**config.mk**
```make
export PLATFORM = sky130hd
export DESIGN_NAME = rv32_load_store_unit
export DESIGN_NICKNAME = d
export VERILOG_FILES = /design/src/rtl/rv32_load_store_unit.sv
export SDC_FILE = /design/constraint.sdc
export NUM_CORES = 1
export LEC_CHECK = 0
export ABC_CLOCK_PERIOD_IN_PS = 3600
export CORE_UTILIZATION = 25
export CTS_BUF_LIST = sky130_fd_sc_hd__clkbuf_4 sky130_fd_sc_hd__clkbuf_8 sky130_fd_sc_hd__clkbuf_16
export CTS_CLUSTER_DIAMETER = 120
export DETAILED_ROUTE_END_ITERATION = 10
export PLACE_DENSITY = 0.56
export SLEW_MARGIN = 20
export SYNTH_ARGS = -nofsm -noshare
export SYNTH_HDL_FRONTEND = slang
export SYNTH_SLANG_ARGS = --single-unit
```
**constraint.sdc**
```tcl
create_clock -name clk -period 3.6 [get_ports clk]
set_clock_uncertainty 0.05 [all_clocks]
set_input_delay 0.36 -clock clk [delete_from_list [all_inputs] [get_ports clk]]
set_output_delay 0.36 -clock clk [all_outputs]
set_load 0.05 [all_outputs]
```
**src/rtl/rv32_load_store_unit.sv**
```systemverilog
// RV32 load/store unit: 4-state FSM between the pipeline and the data port.
// Optional statistics counters are enabled with `define RV32_LSU_STATS_EN.
package rv32_types;
    typedef enum logic [3:0] {
        MEM_NOP,
        MEM_LB,
        MEM_LBU,
        MEM_LH,
        MEM_LHU,
        MEM_LW,
        MEM_SB,
        MEM_SH,
        MEM_SW
    } mem_op_t;

    typedef struct packed {
        logic [31:0] addr;
        logic [31:0] data;
        mem_op_t     op;
    } memory_request_t;
endpackage

module rv32_load_store_unit
    import rv32_types::*;
#(
    parameter int unsigned MAX_WAIT = 15
) (
    input  logic            clk,
    input  logic            resetn,
    input  logic            req_valid,
    output logic            req_ready,
    input  mem_op_t         req_op,
    input  logic [31:0]     req_addr,
    input  logic [31:0]     req_wdata,
    input  logic [4:0]      req_rd,
    output memory_request_t mem_request,
    input  logic            mem_ready,
    input  logic [31:0]     mem_data,
    output logic            resp_valid,
    output logic [31:0]     resp_rdata,
    output logic [4:0]      resp_rd,
    output logic [1:0]      resp_fault,
    output logic [31:0]     load_count,
    output logic [31:0]     store_count
);

    typedef enum logic [1:0] {
        S_IDLE,
        S_ISSUE,
        S_WAIT_DATA,
        S_RESP
    } state_t;

    state_t      r_state;
    mem_op_t     r_op;
    logic [31:0] r_addr;
    logic [31:0] r_wdata;
    logic [4:0]  r_rd;
    logic [7:0]  r_wait;
    logic [31:0] r_resp_rdata;
    logic [4:0]  r_resp_rd;
    logic [1:0]  r_resp_fault;

    logic        w_misaligned;
    logic        w_is_load;
    logic        w_busy;
    logic [7:0]  w_byte;
    logic [15:0] w_half;
    logic [31:0] w_load;

    always_comb begin
        w_misaligned = 1'b0;
        case (req_op)
            MEM_LH, MEM_LHU, MEM_SH: w_misaligned = req_addr[0];
            MEM_LW, MEM_SW:          w_misaligned = |req_addr[1:0];
            default:                 w_misaligned = 1'b0;
        endcase
    end

    assign w_is_load = r_op inside {MEM_LB, MEM_LBU, MEM_LH, MEM_LHU, MEM_LW};
    assign w_busy    = (r_state == S_ISSUE) || (r_state == S_WAIT_DATA);

    // The op is only qualified by mem_ready so a store lands exactly once.
    assign mem_request = '{
        addr: w_busy ? r_addr : 32'd0,
        data: r_wdata,
        op:   ((r_state == S_ISSUE) && mem_ready) ? r_op : MEM_NOP
    };

    always_comb begin
        w_byte = mem_data[{r_addr[1:0], 3'b000} +: 8];
        w_half = mem_data[{r_addr[1], 4'b0000} +: 16];
        case (r_op)
            MEM_LB:  w_load = {{24{w_byte[7]}}, w_byte};
            MEM_LBU: w_load = {24'd0, w_byte};
            MEM_LH:  w_load = {{16{w_half[15]}}, w_half};
            MEM_LHU: w_load = {16'd0, w_half};
            default: w_load = mem_data;
        endcase
    end

    always_ff @(posedge clk) begin
        if (!resetn) begin
            r_state      <= S_IDLE;
            r_op         <= MEM_NOP;
            r_addr       <= 32'd0;
            r_wdata      <= 32'd0;
            r_rd         <= 5'd0;
            r_wait       <= 8'd0;
            r_resp_rdata <= 32'd0;
            r_resp_rd    <= 5'd0;
            r_resp_fault <= 2'd0;
        end else begin
            unique case (r_state)
                S_IDLE: begin
                    if (req_valid && req_op != MEM_NOP) begin
                        r_op    <= req_op;
                        r_addr  <= req_addr;
                        r_wdata <= req_wdata;
                        r_rd    <= req_rd;
                        if (w_misaligned) begin
                            r_state      <= S_RESP;
                            r_resp_fault <= 2'd1;
                            r_resp_rdata <= 32'd0;
                            r_resp_rd    <= req_rd;
                        end else begin
                            r_state <= S_ISSUE;
                        end
                    end
                end
                S_ISSUE: begin
                    if (mem_ready) begin
                        r_wait <= 8'd0;
                        if (w_is_load) begin
                            r_state <= S_WAIT_DATA;
                        end else begin
                            r_state      <= S_RESP;
                            r_resp_fault <= 2'd0;
                            r_resp_rdata <= 32'd0;
                            r_resp_rd    <= r_rd;
                        end
                    end else if (r_wait == 8'(MAX_WAIT - 1)) begin
                        r_wait       <= 8'd0;
                        r_state      <= S_RESP;
                        r_resp_fault <= 2'd2;
                        r_resp_rdata <= 32'd0;
                        r_resp_rd    <= r_rd;
                    end else begin
                        r_wait <= r_wait + 8'd1;
                    end
                end
                S_WAIT_DATA: begin
                    r_state      <= S_RESP;
                    r_resp_fault <= 2'd0;
                    r_resp_rdata <= w_load;
                    r_resp_rd    <= r_rd;
                end
                S_RESP: begin
                    r_state <= S_IDLE;
                end
                default: begin
                    r_state <= S_IDLE;
                end
            endcase
        end
    end

    assign req_ready  = (r_state == S_IDLE);
    assign resp_valid = (r_state == S_RESP);
    assign resp_rdata = r_resp_rdata;
    assign resp_rd    = r_resp_rd;
    assign resp_fault = r_resp_fault;

`ifdef RV32_LSU_STATS_EN
    logic [31:0] r_load_count;
    logic [31:0] r_store_count;

    always_ff @(posedge clk) begin
        if (!resetn) begin
            r_load_count  <= 32'd0;
            r_store_count <= 32'd0;
        end else if (r_state == S_RESP && r_resp_fault == 2'd0) begin
            if (w_is_load) begin
                r_load_count <= r_load_count + 32'd1;
            end else begin
                r_store_count <= r_store_count + 32'd1;
            end
        end
    end

    assign load_count  = r_load_count;
    assign store_count = r_store_count;
`else
    assign load_count  = 32'd0;
    assign store_count = 32'd0;
`endif

endmodule
```
==> results.cfg, run 1 <==
[logic_synthesis]
netlist_area_um2 = 6417
synthTopCellsByArea = dfxtp_1 38%, nand2_1 11%, a21boi_0 8.9%, buf_4 8.0%, mux2i_1 4.8%
ys_seq_elements = 122
yosysSeqAreaShare = 0.3806
synth_top_area_frac = 0.3806
syn_inst = 768
synth_most_common_cell = nand2_1
synth-edff-count = 0
synthArstFlopShare = 0
yosys_warnings = 0
yosysTopAreaCell = dfxtp_1
synth_area_per_cell_um2 = 8.356
synthFlopType = dfxtp_1
synthTopCellsByCount = 186 x nand2_1, 122 x dfxtp_1, 76 x a21boi_0
netlist-cell-type-count = 63

[drt]
drtPass1Iterations = 4
wl_per_cell_um = 15.36
ant_nets = 0
drt_iter0_drc = 337
drt-vias-per-instance = 4.426
via_count = 5736
routed_wl_um = 19910
drc = 0

[global_route]
grt_pass1_wl_um = 30790
grt_antenna_before_repair = 0
grt_pass1_vias = 5479
grt_max_degree = 65
gr-usage-all-layers = 0.1514
grt-ovfl-total = 0

[setup_path]
reg2reg_from = r_op[1]
worst-r2r-setup-slack_ns = 1.05
setup.worst_path.start = r_state[0]
crit_path_end = mem_request[40]
worstSetupEndpointType = output port
cp_max_fo = 20
cp-start-kind = flop
r2r_end = resp_rdata[30]
critPathArrivalTime_ns = 2.47
cp.required_ns = 3.19
rr_worst_depth = 5
crit_type = reg -> out

[floorplanning]
placement_rows = 58
coreArea_um2 = 25180
initial_utilization = 0.2548
fp.dieArea_um2 = 26310
dieWidth_um = 162.2
io-pin-count = 282
dieHeight_um = 162.2

[clock_tree]
numCtsBuffers = 17
root_buffer = clkbuf_16
htree_levels = 4
clock_sinks = 122
clockBufferDepth = 2
cts_tree = built
worstSkewPairLatency_ns = 0.41
postCtsHoldBufs = 0
cts_setup_buffers = 0
clk_pin_slew_ns = 0.06
cts-resized-gates = 0

[worst_hold_path]
hold_path.class = reg -> reg

[cells_and_area]
fin_area_um2 = 9144
nFillCells = 2627
multi_input_area_um2 = 3416
stdcell_count = 1296
insertedDiodeCount = 0
area_growth_pct = 42.48
drive_gt1_frac = 0.06211
fin_nets = 1069
regArea_um2 = 2442
post-route-util = 0.3631

[pwr]
p_switching_w = 0.001970
pwr_density_cell_nw_per_um2 = 551.6
pwr-share-clk = 0.343
pwr-share-comb = 0.345
p_leak_nw = 3.416
vdd_ir_drop_max_mv = 0.3115
internal_power_w = 0.003074
p_seq_frac = 0.311
swShare = 0.3905

[status]
outcome = completed

[sta]
period_minus_slack_ns = 2.875
finalHoldViolations = 0
worst_pin_slew_ns = 0.6633
maxSlewViolCount = 0
worst_slew_margin_rel = 0.5578
rsz0062_at_grt = no
period_share = 0.7987
fmax_mhz = 347.8
setup_violations = 0
tns_ns = 0

[placed_design]
dp_hpwl_um = 14000
portBuffers = 217
place.gp.congestion = 0.7387
placedCellCount = 1265
place_area_um2 = 8557

[flow_run]
maxCapViolations = 0
through the flow:
| step | total power [W] | setup slack (ns) | hold WS [ns] |
|---|---|---|---|
| detailed placement | 0.003357 | 0.6910 | 0.3989 |
| CTS | 0.005124 | 0.6861 | 0.4084 |
| finish | 0.005044 | 0.7248 | 0.4041 |
| floorplan | 0.002857 | 1.423 | 0.3888 |
| global placement | 0.003350 | 0.7494 | 0.3922 |
| global route | 0.005304 | 0.6068 | 0.4296 |
how the worst min path moves through the flow:
stage                     endpoint      startpoint  cells after the start  slack (ns)
finish              resp_rdata[30]  resp_rdata[30]                      2        0.40
global route        resp_rdata[30]  resp_rdata[30]                      2        0.43
CTS                 resp_rdata[28]  resp_rdata[28]                      2        0.41
detailed placement  resp_rdata[28]  resp_rdata[28]                      2        0.40
global placement    resp_rdata[30]  resp_rdata[30]                      2        0.39
floorplan               r_addr[10]      r_addr[10]                      2        0.39
cell usage in the layout (no fill, tap or decap), drive strengths merged, types with 4 or more instances in the layout:
| master | count |
|---|---|
| and3 | 5 |
| nand3 | 8 |
| mux2i | 31 |
| inv | 15 |
| clkbuf | 17 |
| nor2 | 12 |
| a21oi | 14 |
| and2 | 42 |
| dfxtp | 122 |
| o211a | 7 |
| o211ai | 15 |
| nor3 | 4 |
| conb | 64 |
| a31oi | 5 |
| a21boi | 76 |
| o21ai | 30 |
| clkdlybuf4s50 | 216 |
| o2111ai | 16 |
| buf | 11 |
| nor2b | 4 |
| o221ai | 8 |
| nand2 | 186 |
| a21o | 7 |
| ha | 6 |
sequential cells by signal, indices dropped and copies added, names as in the netlist:
name,count
r_wdata,32
resp_rd,5
r_addr,32
resp_fault,2
r_wait,8
resp_rdata,32
r_state,2
r_rd,5
r_op,4
metal layers:
metal  GRT usage  share of wire
met4     0.04417         0.0094
met5           0              0
met3     0.05669          0.085
met2      0.2325           0.45
met1      0.1961           0.46
worst max-delay path, stage by stage, from the launching register on:
cell and delay, ns:
dfxtp_1 0.40, inv_1 0.09, ha_1 0.30, buf_4 0.23, and2_1 0.19, clkdlybuf4s50_1 0.84
kinds of logic (layout without fill, tap and decap cells):
logic type      after synthesis  count (layout)  share of synthesized area
simple gates                281             281                     0.2037
other cells                   1              64                  0.0005843
fa+ha+maj                     6               6                    0.01170
buf+inv                     131             266                     0.1258
xor+xnor                      1               1                   0.001365
flops                       122             122                     0.3806
mux                          33              33                    0.05362
compound gates              193             193                     0.2227
power by group through the flow:
stage	clock network [W]	logic [W]	registers, W
2_1_floorplan	0	0.00104	0.00182
3_3_place_gp	0	0.00175	0.00160
3_5_place_dp	0	0.00176	0.00160
4_1_cts	0.00179	0.00176	0.00157
5_1_grt	0.00184	0.00187	0.00159
6_report	0.00173	0.00174	0.00157
area by class of cell:
| class | instances | share of cell area |
|---|---|---|
| clock buffer | 17 | 0.04652 |
| clock inverter | 14 | 0.01752 |
| inverter | 8 | 0.003284 |
| multi-input combinational | 578 | 0.3736 |
| sequential | 122 | 0.2671 |
| tap | 330 | 0.04516 |
| timing repair buffer | 227 | 0.2469 |
Note: power is estimated with default switching activity, not from simulation.
==> run 2, diff against run 1 <==
ABC_CLOCK_PERIOD_IN_PS = 2610   (was 3600)
PLACE_DENSITY = 0.58   (was 0.56)
clock period = 2.61 ns   (was 3.6 ns; I/O delays follow)
==> run 2 against run 1 <==
Compared with the run above:
- global-route usage about the same
- hold slack got worse by 0.27 ns
- clock power up 46%
- design area increased by 5.4%
- die area unchanged
- critical endpoint is now req_ready
- highest routed layer is now met5
==> results.cfg, run 2 (synthesis gave the netlist of run 1 again) <==
[cells_and_area]
post-route-util = 0.3825
mostFrequentLayoutCell = nand2_1
mostFrequentLayoutCells = 185 x nand2_1, 180 x clkdlybuf4s50_1, 122 x dfxtp_1, 76 x a21boi_0, 64 x conb_1
insertedDiodeCount = 0
nFillCells = 2550
fin_nets = 1078
fin_area_um2 = 9633
drive_gt1_frac = 0.1086
area_growth_pct = 50.11

[pwr]
p_total_w = 0.007301
vdd_ir_drop_max_mv = 0.4445
p_leak_nw = 3.670
pwr_density_cell_nw_per_um2 = 757.9

[global_route]
gr-usage-all-layers = 0.1512
grt_max_degree = 120
gr-max-usage-layer = met2
use_met3 = 0.05975
grt_use_met2 = 0.2320
grt_util_met1 = 0.1953
grt_pass1_wl_um = 30660
grt_pass1_vias = 5521
grt-ovfl-total = 0
grt_antenna_before_repair = 1

[sta]
tns_ns = 0
period_share = 0.9062
fmax_mhz = 422.8
finalHoldViolations = 0
maxSlewViolCount = 0
rsz0062_at_grt = no
period_minus_slack_ns = 2.365
worst_slew_margin_rel = 0.5895
worst_pin_slew_ns = 0.6139
setup_violations = 0

[placed_design]
place.gp.congestion = 0.7721
place_area_um2 = 9010
portBuffers = 217
dp_hpwl_um = 13790

[setup_path]
reg2reg_from = r_op[2]
worst-r2r-setup-slack_ns = 0.31
cpMaxStageDelayCell = clkdlybuf4s50_1
cp_num_buf_inv = 3
cp_max_fo = 7
cp.required_ns = 2.30
cp-start-kind = flop
rr_worst_depth = 5
crit_type = reg -> out
crit_family = buffers and inverters
critPathArrivalTime_ns = 2.05
cp_cell_sequence = inv_1 > ha_1 > buf_4 > clkdlybuf4s50_1
r2r_end = resp_rdata[16]
slowest_delay_ns = 0.84
worstSetupEndpointType = output port

[floorplanning]
coreArea_um2 = 25180
dieWidth_um = 162.2
initial_utilization = 0.2548
dieHeight_um = 162.2
io-pin-count = 282
placement_rows = 58
fp.dieArea_um2 = 26310

[drt]
wl_per_cell_um = 15.05
drt-vias-per-instance = 4.446
via_count = 5807
drt_iter0_drc = 280
ant_nets = 0
drtPass1Iterations = 4
routed_wl_um = 19650
drc = 0

[clock_tree]
clk_pin_slew_ns = 0.06
cts_setup_buffers = 0
cts-resized-gates = 0
numCtsBuffers = 17
htree_levels = 4
clockBufferDepth = 2
cts_tree = built
clock_sinks = 122
postCtsHoldBufs = 0
worstSkewPairLatency_ns = 0.42
root_buffer = clkbuf_16

[flow_run]
maxCapViolations = 0

[worst_hold_path]
min_from = resetn
hold_path_depth = 3
hold_path.class = in -> reg
min_to = resp_rdata[23]

[status]
outcome = completed
## run 2: changes by cell type in the layout (fill, tap and decap cells not counted), sizes merged
cell / change
bufinv: +1
clkdlybuf4s50: -36
clkinvlp: -2
buf: +45
clkinv: +1
clkbuf: +1
## run 2: routing by layer
metal | vias up | part of all wire
met2 | 213 | 0.44
met1 | 2669 | 0.46
li1 | 2909 | -
met4 | 2 | 0.0095
met5 | - | 0.00066
met3 | 14 | 0.082
## run 2: where the power goes
group | internal [W] | switching [W]
combinational | 0.000929 | 0.00169
clock | 0.00155 | 0.000972
sequential | 0.00204 | 0.000111
## run 2: worst register-to-register path, cell delays in order (launching register included)
cell and delay [ns]:
dfxtp_1 0.47, nor3_2 0.36, a211oi_1 0.16, a2111oi_4 0.40
and2_4 0.53, o21ai_0 0.19
## run 2: layout make-up
cell class / instances / area (µm²) / area share
clock buffer: 18 / 439.2 / 0.04559
clock inverter: 14 / 183.9 / 0.01909
inverter: 8 / 30.03 / 0.003117
multi-input combinational: 578 / 3415 / 0.3545
sequential: 122 / 2442 / 0.2535
tap: 330 / 412.9 / 0.04286
timing repair buffer: 236 / 2710 / 0.2813
## run 2: how the worst max path moves through the flow
stage / start / to / slack [ns] / depth (start not counted)
finish: r_state[1] / req_ready / 0.24 / 4
global route: r_state[1] / resp_rdata[19] / 0.14 / 7
detailed placement: req_op[0] / resp_rdata[16] / 0.04 / 6
global placement: req_op[0] / resp_rdata[18] / 0.09 / 6
CTS: r_state[1] / req_ready / 0.21 / 4
floorplan: r_state[0] / resp_rdata[28] / 0.46 / 8
## run 2: through the flow
stage / setup slack [ns] / std cells / hold WS, ns
finish: 0.2447 / 1306 / 0.1293
global route: 0.1365 / 1306 / 0.1323
CTS: 0.2098 / 1306 / 0.1058
detailed placement: 0.04413 / 1274 / 0.4022
global placement: 0.08704 / 1274 / 0.3959
floorplan: 0.4558 / 831 / 0.3559
==> run 3, diff against run 2 <==
CTS_CLUSTER_DIAMETER = not set   (was 120)
==> results of run 3 <==
No change in the layout: final DEF, timing and power equal those of run 2.
